--- config.mk ---
export PLATFORM = sky130hd
export DESIGN_NAME = sequence_scan_ctrl
export DESIGN_NICKNAME = d
export VERILOG_FILES = /design/src/rtl/sequence_scan_ctrl.sv
export SDC_FILE = /design/constraint.sdc
export NUM_CORES = 1
export LEC_CHECK = 0
export CORE_UTILIZATION = 51
export CTS_CLUSTER_DIAMETER = 50
export CTS_CLUSTER_SIZE = 20
export DETAILED_ROUTE_END_ITERATION = 6
export PLACE_DENSITY = 0.89
export SLEW_MARGIN = 20
export SYNTH_ARGS = -nofsm -noshare
export SYNTH_HDL_FRONTEND = slang
export SYNTH_SLANG_ARGS = --single-unit
--- constraint.sdc ---
create_clock -name clock -period 2.4 [get_ports clock]
set_input_delay 0.36 -clock clock [delete_from_list [all_inputs] [get_ports clock]]
set_output_delay 0.36 -clock clock [all_outputs]
set_load 0.005 [all_outputs]
--- src/rtl/sequence_scan_ctrl.sv ---
`default_nettype none
// ---------------------------------------------------------------------------
// sequence_scan_ctrl: serialises a word MSB-first into an external 1011
// detector and counts its hits. Optional first_pos output: SEQ_SCAN_FIRSTPOS_EN.
// Rev 1.0
// ---------------------------------------------------------------------------
module sequence_scan_ctrl #(
  parameter int WORD_W = 16,
  parameter int CNT_W  = 5
) (
  input  logic              clock,
  input  logic              reset,
  input  logic [WORD_W-1:0] word_in,
  input  logic              word_valid,
  output logic              word_ready,
  output logic              ser_bit,
  output logic              det_clr,
  input  logic              det_hit,
  output logic [CNT_W-1:0]  hit_count,
  output logic              done,
  output logic              busy
`ifdef SEQ_SCAN_FIRSTPOS_EN
  ,
  output logic [4:0]        first_pos
`endif
);

  typedef enum logic [2:0] {
    S_IDLE  = 3'd0,
    S_CLEAR = 3'd1,
    S_SHIFT = 3'd2,
    S_DRAIN = 3'd3,
    S_DONE  = 3'd4
  } state_t;

  localparam int             IDX_W    = 5;
  localparam logic [IDX_W-1:0] LAST_IDX = IDX_W'(WORD_W - 1);
  localparam logic [CNT_W-1:0] CNT_MAX  = '1;

  state_t              state_q, state_d;
  logic [WORD_W-1:0]   shreg_q, shreg_d;
  logic [IDX_W-1:0]    idx_q, idx_d;
  logic [CNT_W-1:0]    cnt_q, cnt_d;
  logic                hit_take;
`ifdef SEQ_SCAN_FIRSTPOS_EN
  logic [4:0]          fp_q, fp_d;
`endif

  always_ff @(posedge clock) begin
    if (!reset) begin
      state_q <= S_IDLE;
      shreg_q <= '0;
      idx_q   <= '0;
      cnt_q   <= '0;
`ifdef SEQ_SCAN_FIRSTPOS_EN
      fp_q    <= 5'h1F;
`endif
    end else begin
      state_q <= state_d;
      shreg_q <= shreg_d;
      idx_q   <= idx_d;
      cnt_q   <= cnt_d;
`ifdef SEQ_SCAN_FIRSTPOS_EN
      fp_q    <= fp_d;
`endif
    end
  end

  always_comb begin
    state_d    = state_q;
    shreg_d    = shreg_q;
    idx_d      = idx_q;
    cnt_d      = cnt_q;
`ifdef SEQ_SCAN_FIRSTPOS_EN
    fp_d       = fp_q;
`endif
    word_ready = 1'b0;
    ser_bit    = 1'b0;
    det_clr    = 1'b0;
    done       = 1'b0;
    busy       = 1'b1;
    hit_take   = 1'b0;

    case (state_q)
      S_IDLE: begin
        busy       = 1'b0;
        word_ready = 1'b1;
        if (word_valid) begin
          shreg_d = word_in;
          idx_d   = '0;
          cnt_d   = '0;
`ifdef SEQ_SCAN_FIRSTPOS_EN
          fp_d    = 5'h1F;
`endif
          state_d = S_CLEAR;
        end
      end
      S_CLEAR: begin
        det_clr = 1'b1;
        state_d = S_SHIFT;
      end
      S_SHIFT: begin
        ser_bit = shreg_q[WORD_W-1];
        shreg_d = shreg_q << 1;
        idx_d   = idx_q + IDX_W'(1);
        // Moore detector lags one cycle: index 0 still shows the cleared state.
        hit_take = det_hit && (idx_q != '0);
        if (idx_q == LAST_IDX) begin
          idx_d   = '0;
          state_d = S_DRAIN;
        end
      end
      S_DRAIN: begin
        hit_take = det_hit;
        state_d  = S_DONE;
      end
      S_DONE: begin
        done    = 1'b1;
        state_d = S_IDLE;
      end
      default: state_d = S_IDLE;
    endcase

    if (hit_take) begin
      if (cnt_q != CNT_MAX) cnt_d = cnt_q + CNT_W'(1);
`ifdef SEQ_SCAN_FIRSTPOS_EN
      if (fp_q == 5'h1F) fp_d = (state_q == S_DRAIN) ? LAST_IDX : (idx_q - IDX_W'(1));
`endif
    end

    // Hold the detector cleared and the handshake quiet while in reset.
    if (!reset) begin
      word_ready = 1'b0;
      ser_bit    = 1'b0;
      det_clr    = 1'b1;
      done       = 1'b0;
      busy       = 1'b0;
    end
  end

  assign hit_count = cnt_q;
`ifdef SEQ_SCAN_FIRSTPOS_EN
  assign first_pos = fp_q;
`endif

endmodule
`default_nettype wire

==> metrics.cfg, run 1 <==
[yosys]
synth-compound-area-share_pct = 19.5
synthAdderAreaFrac_pct = 3.32
yosysUniqueCellTypes = 37
synthCells = 175
postSynthAreaPerCell_um2 = 8.62
synth_nets = 199
synth_area_leader_cell = dfxtp_1
yosys_register_bits = 29
synth_top_area_share_pct = 38.5
synth.area.top_cells = dfxtp_1 39%, nand2_1 10%, a311oi_2 9.0%
async_reset_ff_share_pct = 0
synth_top_family_by_area = simple AND/OR/NAND/NOR gates
synth-main-ff-cell = dfxtp_1
synth_mux_area_share_pct = 1.41
yosysWarnings = 0
yosysSeqAreaShare_pct = 38.5
synth_xor_area_share_pct = 0.581
yosys.area_share.simple_pct = 29.8
synth_edf_count = 0
mappedNetlistArea_um2 = 1510

[cts]
path_clk_slew_ns = 0.09
cts_sinks = 29
tritoncts = built
clkLatencyLatePin_ns = 0.33
postCtsSetupRepairBufs = 0
ctsHoldBuffers = 0
clockBufferDepth = 2
cts_buffers = 5
cts_resized = 0
cts-root-buf = clkbuf_4
h-tree-depth = 2

[power_and_ir_drop]
irDropWorstVdd_uv = 447
sw_frac_of_total_pct = 28.4
intPower_w = 0.000790
combPwrFrac_pct = 19.4
switching_power_w = 0.000313
cellLeakagePower_nw = 0.690
pwr_density_cell_nw_per_um2 = 597
seq_power_share_pct = 49.7
pwr-share-clk_pct = 30.9

[flow_run]
maxCapViolations = 0

[setup_path]
cp_cell_sequence = nand2b_1, nor3b_1, clkdlybuf4s50_1
crit_arrival_ns = 1.82
setup.worst_path.class = reg -> out
r2r_cells = 7
critical-path-top-delay-family = buffers and inverters
slowest_stage = clkdlybuf4s50_1
required_ns = 2.04
rrSetupSlack_ns = 0.42
r2r_end = hit_count[3]
r2r_start = hit_count[0]
crit_buf_inv = 1
endpoint_kind = output pin
crit_fanout = 10
cpPeakStageDelay_ns = 0.54
cp-start-kind = register

[worst_hold_path]
min_path_type = reg -> reg
hold_depth = 2
min_from = shreg_q[0]
whs_endpoint = shreg_q[0]

[placed_design]
hpwl_um = 2170
placed_cell_area_um2 = 1780
port_buffers = 29
place_congestion = 0.772
dpl_worst_slack_ns = 0.248
dp.cells = 227

[finish]
drive_gt1_share_pct = 13.2
area_delta_synth_final_pct = 22.6
fin_area_um2 = 1850
fin_nets = 227
layout_commonest_cell = nand2_1
finalNonFillerCells = 235
n_antenna_cell = 0
final_cell_mix = 41 x nand2_1, 29 x dfxtp_1, 29 x clkdlybuf4s50_1

[route]
top_layer_used = met4
drc = 0
route.met3.wl_um = 111
drt-initial-drc-count = 36
viasPerCell = 5.72
wl_met2_um = 1590
wl_per_cell_um = 13.4
finalWirelength_um = 3160
first_pass_iters = 4
met1Wirelength_um = 1390
ant_nets = 0
num_vias = 1345

[global_route]
grt_max_degree = 34
grt_pass1_vias = 1295
grt_pass1_wl_um = 5440
grt_usage_pct = 22.0
grt_overflow = 0
antenna_found_initial = 0

[sta]
fin_worst_skew_ns = 0.00343
fin_ws_ns = 0.218
setup_viol = 0
max_slew.worst_pin.slew_ns = 0.625
grt_setup_unrepaired = false
slew_headroom_pct = 58.3
hold_violations = 0
period_minus_slack_ns = 2.18
min_period_over_period_pct = 90.9
slew_violations = 0
tns_ns = 0
max_freq_mhz = 458

[die]
fp.dieH_um = 56.4
core_um2 = 2780
ios = 30
design.die.area_um2 = 3180
die_w_um = 56.4
initial_core_util_pct = 54.2
rows = 19

[outcome]
status = completed

per-layer routing:
layer  vias up  GRT usage, %
li1        673             -
met1       638          26.5
met2        25          36.2
met3         9          4.84
met4         0          12.2
met5         -             0
final cells by class:
cell class                      count  area, µm²
Fill cell                         224        933
Multi-Input combinational cell    130        823
Sequential cell                    29        581
Timing Repair Buffer               33        320
Clock buffer                        7       65.1
Tap cell                           31       38.8
Inverter                            4       15.0
Clock inverter                      1       5.00
sequential cells by signal, indices dropped and copies added (netlist names):
| signal | count |
|---|---|
| idx_q | 5 |
| hit_count | 5 |
| shreg_q | 16 |
| state_q | 3 |
power groups by stage:
stage / sequential, W / clock [W] / combinational [W]
after floorplan: 0.000544 / 0 / 0.000164
after global placement: 0.000557 / 0 / 0.000205
after detailed placement: 0.000559 / 0 / 0.000214
after CTS: 0.000548 / 0.000346 / 0.000215
after global routing: 0.000554 / 0.000369 / 0.000236
final: 0.000548 / 0.000341 / 0.000214
cells in the mapped netlist (all sizes together) (2+ instances only):
library cell / instances
dfxtp: 29
o211ai: 2
o21ai: 5
a21oi: 5
buf: 10
nand3: 4
nor2: 21
nand2: 41
inv: 4
clkbuf: 2
a311oi: 15
nor2b: 3
nor3b: 3
ha: 4
nand3b: 4
nand2b: 2
nor3: 7
per-stage QoR:
step | power, W | hold WS [ns] | util, %
detailed placement | 0.000772 | 0.457 | 63.9
finish | 0.00110 | 0.470 | 66.4
global route | 0.00116 | 0.506 | 66.4
floorplan | 0.000709 | 0.432 | -
CTS | 0.00111 | 0.470 | 66.4
global placement | 0.000762 | 0.450 | 63.9
tightest hold or removal path: cells and delay by family, from the launching register on:
kind / cells / cell delay [ns]
flops: 1 / 0.33
compound gates: 1 / 0.06
simple gates: 1 / 0.05
worst max path at each step:
stage | from | to | slack, ns | cells after the start
detailed placement | reset | done | 0.25 | 4
floorplan | hit_count[0] | hit_count[2] | 0.68 | 7
finish | state_q[0] | done | 0.22 | 3
global route | state_q[0] | done | 0.12 | 3
global placement | reset | ser_bit | 0.37 | 4
CTS | state_q[0] | done | 0.17 | 3
logic make-up after synthesis:
kind of cell / Yosys count
AOI/OAI and AO/OA: 32
xor gates and xnor gates: 1
adders and majority gates: 4
buffers and inverters: 16
DFF: 29
muxes: 2
and+or+nand+nor: 91
No activity file was read; power rests on OpenSTA's default activity.
==> inputs of run 2 (changes only) <==
- GPL_TIMING_DRIVEN: default -> 0
- PLACE_DENSITY: 0.89 -> 0.79
==> run 2 against run 1 <==
- power decreased by 2.5%
- global-route usage up 0.63 points
- combinational power rose by 13%
==> metrics.cfg, run 2 (synthesis results as in run 1) <==
[die]
design.die.area_um2 = 3180  ; unchanged
fp.dieH_um = 56.4  ; unchanged
ios = 30  ; unchanged
core_um2 = 2780  ; unchanged
initial_core_util_pct = 54.2  ; unchanged
rows = 19  ; unchanged
die_w_um = 56.4  ; unchanged

[setup_path]
cp_cell_sequence = clkdlybuf4s50_1, inv_1, buf_2, nor2_1, clkdlybuf4s50_1
crit_arrival_ns = 1.84  ; +0.02 ns
cpPeakStageDelay_ns = 0.54  ; about the same
endpoint_kind = output pin
setup.worst_path.class = in -> out
crit_fanout = 10  ; unchanged
r2r_end = hit_count[0]
r2r_start = hit_count[0]
rrSetupSlack_ns = 0.45  ; +0.03 ns
cp_num_cells = 5  ; +2
crit_buf_inv = 4  ; +3
cp-start-kind = primary input
cpMostUsedCell = clkdlybuf4s50_1
required_ns = 2.04  ; about the same
slowest_stage = clkdlybuf4s50_1
r2r_cells = 7  ; unchanged
critical-path-top-delay-family = buffers and inverters

[finish]
n_antenna_cell = 0  ; unchanged
finalNonFillerCells = 243  ; +3.4%
final_cell_mix = 41 x nand2_1, 29 x dfxtp_1, 29 x clkdlybuf4s50_1
area_delta_synth_final_pct = 25.5
layout_commonest_cell = nand2_1
n_fill_cell = 248  ; +11%
fin_nets = 235  ; +3.5%
largest_reg_flops = 16  ; unchanged
drive_gt1_share_pct = 15.6  ; +2.3 points
regMostFlops = shreg_q
fin_area_um2 = 1890  ; +2.4%
utilization_pct = 68.0  ; +1.6 points

[global_route]
grt_pass1_wl_um = 5660  ; +3.9%
grt_usage_pct = 22.6  ; +0.63 points
grt_max_degree = 11  ; -68%
grt_pass1_vias = 1331  ; +2.8%
grt_overflow = 0  ; unchanged
antenna_found_initial = 0  ; unchanged

[sta]
tns_ns = 0  ; unchanged
max_freq_mhz = 455  ; -0.74%
grt_setup_unrepaired = false
min_period_over_period_pct = 91.6  ; +0.67 points
period_minus_slack_ns = 2.20  ; +0.0162 ns
slew_headroom_pct = 62.8  ; +4.5 points
slew_violations = 0  ; unchanged
max_slew.worst_pin.slew_ns = 0.558  ; -0.0677 ns
setup_viol = 0  ; unchanged
fin_worst_skew_ns = 0.0163  ; +0.0129 ns
hold_violations = 0  ; unchanged

[power_and_ir_drop]
irDropWorstVdd_uv = 436  ; -2.4%
pwr-share-clk_pct = 27.5  ; -3.4 points
switching_power_w = 0.000332  ; +6.2%
sw_frac_of_total_pct = 30.9  ; +2.5 points
intPower_w = 0.000743  ; -6.0%
pwr_density_cell_nw_per_um2 = 568  ; -4.8%
seq_power_share_pct = 50.1  ; +0.4 points
cellLeakagePower_nw = 0.711  ; +3.1%
combPwrFrac_pct = 22.4  ; +3.0 points

[worst_hold_path]
min_path_type = reg -> reg
whs_endpoint = shreg_q[0]
min_from = shreg_q[0]
hold_depth = 2  ; unchanged

[cts]
path_clk_slew_ns = 0.11  ; +0.02 ns
postCtsSetupRepairBufs = 0  ; unchanged
cts-root-buf = clkbuf_4
h-tree-depth = 2  ; unchanged
clkLatencyLatePin_ns = 0.34  ; about the same
cts_sinks = 29  ; unchanged
clockBufferDepth = 2  ; unchanged
tritoncts = built
ctsHoldBuffers = 0  ; unchanged
cts_buffers = 5  ; unchanged
cts_resized = 0  ; unchanged

[placed_design]
place_congestion = 0.856  ; +11%
hpwl_um = 2340  ; +7.9%
port_buffers = 29  ; unchanged
placed_cell_area_um2 = 1840  ; +3.3%
dp.cells = 235  ; +3.5%

[route]
ant_nets = 0  ; unchanged
drt-initial-drc-count = 64  ; +78%
first_pass_iters = 4  ; unchanged
finalWirelength_um = 3280  ; +4.0%
viasPerCell = 5.64  ; -1.4%
drc = 0  ; unchanged
wl_per_cell_um = 13.5  ; +0.57%
num_vias = 1371  ; +1.9%

[outcome]
status = completed

[flow_run]
maxCapViolations = 0  ; unchanged

[run 2: changes by cell type in the layout (fill, tap and decap cells not counted)]
cell        delta
clkinv_2       +1
buf_2          +5
clkbuf_8       -2
clkbuf_1       +2
buf_4          -4
buf_6          +5
clkinvlp_4     +1
[run 2: area by class of cell]
| type | instances | area [µm²] | share of cell area (%) |
|---|---|---|---|
| Sequential cell | 29 | 581 | 30.7 |
| Multi-Input combinational cell | 130 | 823 | 43.5 |
| Clock buffer | 5 | 37.5 | 1.98 |
| Tap cell | 31 | 38.8 | 2.05 |
| Buffer | 12 | 88.8 | 4.70 |
| Timing Repair Buffer | 29 | 290 | 15.3 |
| Inverter | 4 | 15.0 | 0.794 |
| Clock inverter | 3 | 17.5 | 0.926 |
[run 2: power groups by stage]
stage / registers (W) / logic, W / clock network [W]
finish: 0.000539 / 0.000241 / 0.000296
global route: 0.000543 / 0.000264 / 0.000325
CTS: 0.000538 / 0.000242 / 0.000304
detailed placement: 0.000549 / 0.000240 / 0
global placement: 0.000548 / 0.000232 / 0
floorplan: 0.000544 / 0.000164 / 0
[run 2: layer usage]
metal  global-route usage [%]  up-vias  share of wire, %
li1                         -      694                 -
met5                        0        -                 0
met3                     5.76        6               4.7
met2                     35.0       31                47
met1                     29.7      640                47
met4                     9.76        0               1.5
[run 2: worst max-delay path by stage]
stage | start | endpoint | slack [ns]
final | reset | busy | 0.20
after global routing | reset | busy | 0.11
after CTS | reset | busy | 0.20
after detailed placement | reset | busy | 0.20
after global placement | reset | busy | 0.21
after floorplan | hit_count[0] | hit_count[2] | 0.68
[run 2: metrics by stage]
step	power, W	worst slack [ns]	hold WS [ns]
final	0.00107	0.202	0.463
after global routing	0.00113	0.114	0.495
after CTS	0.00108	0.196	0.464
after detailed placement	0.000789	0.202	0.449
after global placement	0.000780	0.210	0.444
after floorplan	0.000709	0.684	0.432
[run 2: worst reg2reg max path, delay by kind of cell, from the launching register on]
| kind | cells | cell delay [ns] |
|---|---|---|
| DFF | 1 | 0.35 |
| and+or+nand+nor | 3 | 0.61 |
| adders and majority gates | 2 | 0.42 |
| AOI/OAI and AO/OA | 2 | 0.48 |
==> inputs of run 3 (changes only) <==
- CORE_MARGIN: default -> 1.5
==> run 3 against run 2 <==
- non-clock buffer count is the same
- sequential power about the same
- global-route usage is 0.43 points lower
- via count up 1.2%
- clock power is 73% higher
- fmax down 1.6%
- register-to-register slack worse by 0.07 ns
- largest power group unchanged
- largest cell class unchanged
- flip-flop and latch count did not move
- cell area rose by 2.5%
==> metrics.cfg, run 3 (synthesis results as in run 1) <==
[outcome]
status = completed

[setup_path]
setup.worst_path.class = in -> out
required_ns = 2.04  ; about the same
cp-start-kind = primary input
endpoint_kind = output pin
crit_fanout = 10  ; unchanged
crit_arrival_ns = 1.87  ; +0.03 ns

[route]
wl_per_cell_um = 14.0  ; +3.5%
drt-initial-drc-count = 55  ; -14%
first_pass_iters = 4  ; unchanged
drc = 0  ; unchanged
num_vias = 1388  ; +1.2%
ant_nets = 0  ; unchanged
finalWirelength_um = 3400  ; +3.5%
viasPerCell = 5.71  ; +1.2%

[global_route]
antenna_found_initial = 0  ; unchanged
grt_pass1_wl_um = 5610  ; -0.87%
grt_usage_pct = 22.2  ; -0.43 points
grt_pass1_vias = 1250  ; -6.1%
grt_overflow = 0  ; unchanged
grt_max_degree = 11  ; unchanged

[sta]
slew_violations = 0  ; unchanged
min_period_over_period_pct = 93.1  ; +1.5 points
hold_violations = 0  ; unchanged
fin_worst_skew_ns = 0.0109  ; -0.00539 ns
slew_headroom_pct = 61.8  ; -1.0 points
max_freq_mhz = 448  ; -1.6%
grt_setup_unrepaired = false
tns_ns = 0  ; unchanged
period_minus_slack_ns = 2.23  ; +0.0361 ns
max_slew.worst_pin.slew_ns = 0.573  ; +0.0154 ns
setup_viol = 0  ; unchanged

[cts]
postCtsSetupRepairBufs = 0  ; unchanged
h-tree-depth = 2  ; unchanged
path_clk_slew_ns = 0.10  ; about the same
tritoncts = built
cts_resized = 0  ; unchanged
cts-root-buf = clkbuf_4
cts_sinks = 29  ; unchanged
clkLatencyLatePin_ns = 0.34  ; about the same
ctsHoldBuffers = 0  ; unchanged
clockBufferDepth = 2  ; unchanged
cts_buffers = 5  ; unchanged

[die]
fp.dieH_um = 57.4  ; +1.8%
design.die.area_um2 = 3290  ; +3.6%
ios = 30  ; unchanged
die_w_um = 57.4  ; +1.8%
initial_core_util_pct = 54.2  ; unchanged
rows = 19  ; unchanged
core_um2 = 2780  ; unchanged

[finish]
drive_gt1_share_pct = 15.6  ; unchanged
regMostFlops = shreg_q
n_antenna_cell = 0  ; unchanged
area_delta_synth_final_pct = 28.6
final_cell_mix = 41 x nand2_1, 29 x dfxtp_1, 29 x clkdlybuf4s50_1
largest_reg_flops = 16  ; unchanged
fin_nets = 235  ; unchanged
n_fill_cell = 209  ; -16%
layout_commonest_cell = nand2_1
regArea_um2 = 581  ; unchanged
multi_input_area_um2 = 823  ; unchanged
finalNonFillerCells = 243  ; unchanged
fin_area_um2 = 1940  ; +2.5%

[placed_design]
hpwl_um = 2380  ; +1.7%
port_buffers = 29  ; unchanged
place_congestion = 0.803  ; -6.2%
dp.cells = 235  ; unchanged
placed_cell_area_um2 = 1840  ; unchanged

[flow_run]
maxCapViolations = 0  ; unchanged

[power_and_ir_drop]
irDropWorstVdd_uv = 565  ; +30%
cellLeakagePower_nw = 0.736  ; +3.4%
pwr_density_cell_nw_per_um2 = 666  ; +17%

[worst_hold_path]
min_path_type = reg -> reg

## run 3: cell type report
cell class	instances	area share (%)
well taps	31	2.00
plain buffers	12	4.58
inverters	4	0.774
clock buffers	5	1.94
repair buffers	29	15.0
clock inverters	3	3.35
multi-input cells	130	42.5
flip-flops and latches	29	29.9
## run 3: critical path, stage by stage
cell,delay (ns)
clkdlybuf4s50_1,0.56
inv_1,0.10
buf_2,0.22
nor2_1,0.13
clkdlybuf4s50_1,0.50
## run 3: final timing paths
check,cells past startpoint,from,slack (ns),end
worst min-delay path,2,shreg_q[0],0.47,shreg_q[0]
worst max-delay path,5,reset,0.17,busy
worst min register to register,2,shreg_q[0],0.47,shreg_q[0]
worst max register to register,7,hit_count[0],0.38,hit_count[0]
## run 3: report_power, final
| group | switching, W | internal (W) |
|---|---|---|
| Clock | 0.000190 | 0.000322 |
| Sequential | 0.0000203 | 0.000518 |
| Combinational | 0.000127 | 0.000114 |
## run 3: metrics by stage
| step | power, W | utilization, % | hold WS (ns) | worst slack, ns |
|---|---|---|---|---|
| floorplan | 0.000709 | - | 0.432 | 0.684 |
| global placement | 0.000780 | 66.0 | 0.444 | 0.212 |
| detailed placement | 0.000790 | 66.0 | 0.450 | 0.187 |
| CTS | 0.00130 | 69.7 | 0.465 | 0.184 |
| global route | 0.00135 | 69.7 | 0.496 | 0.110 |
| finish | 0.00129 | 69.7 | 0.466 | 0.166 |
## run 3: layer usage
layer  wire length [µm]  track usage [%]  vias to the layer above
li1                   -                -                      686
met1               1510             29.3                      649
met2               1620             33.8                       46
met3                220             7.48                        7
met4                 48             7.97                        0
met5                  0                0                        -
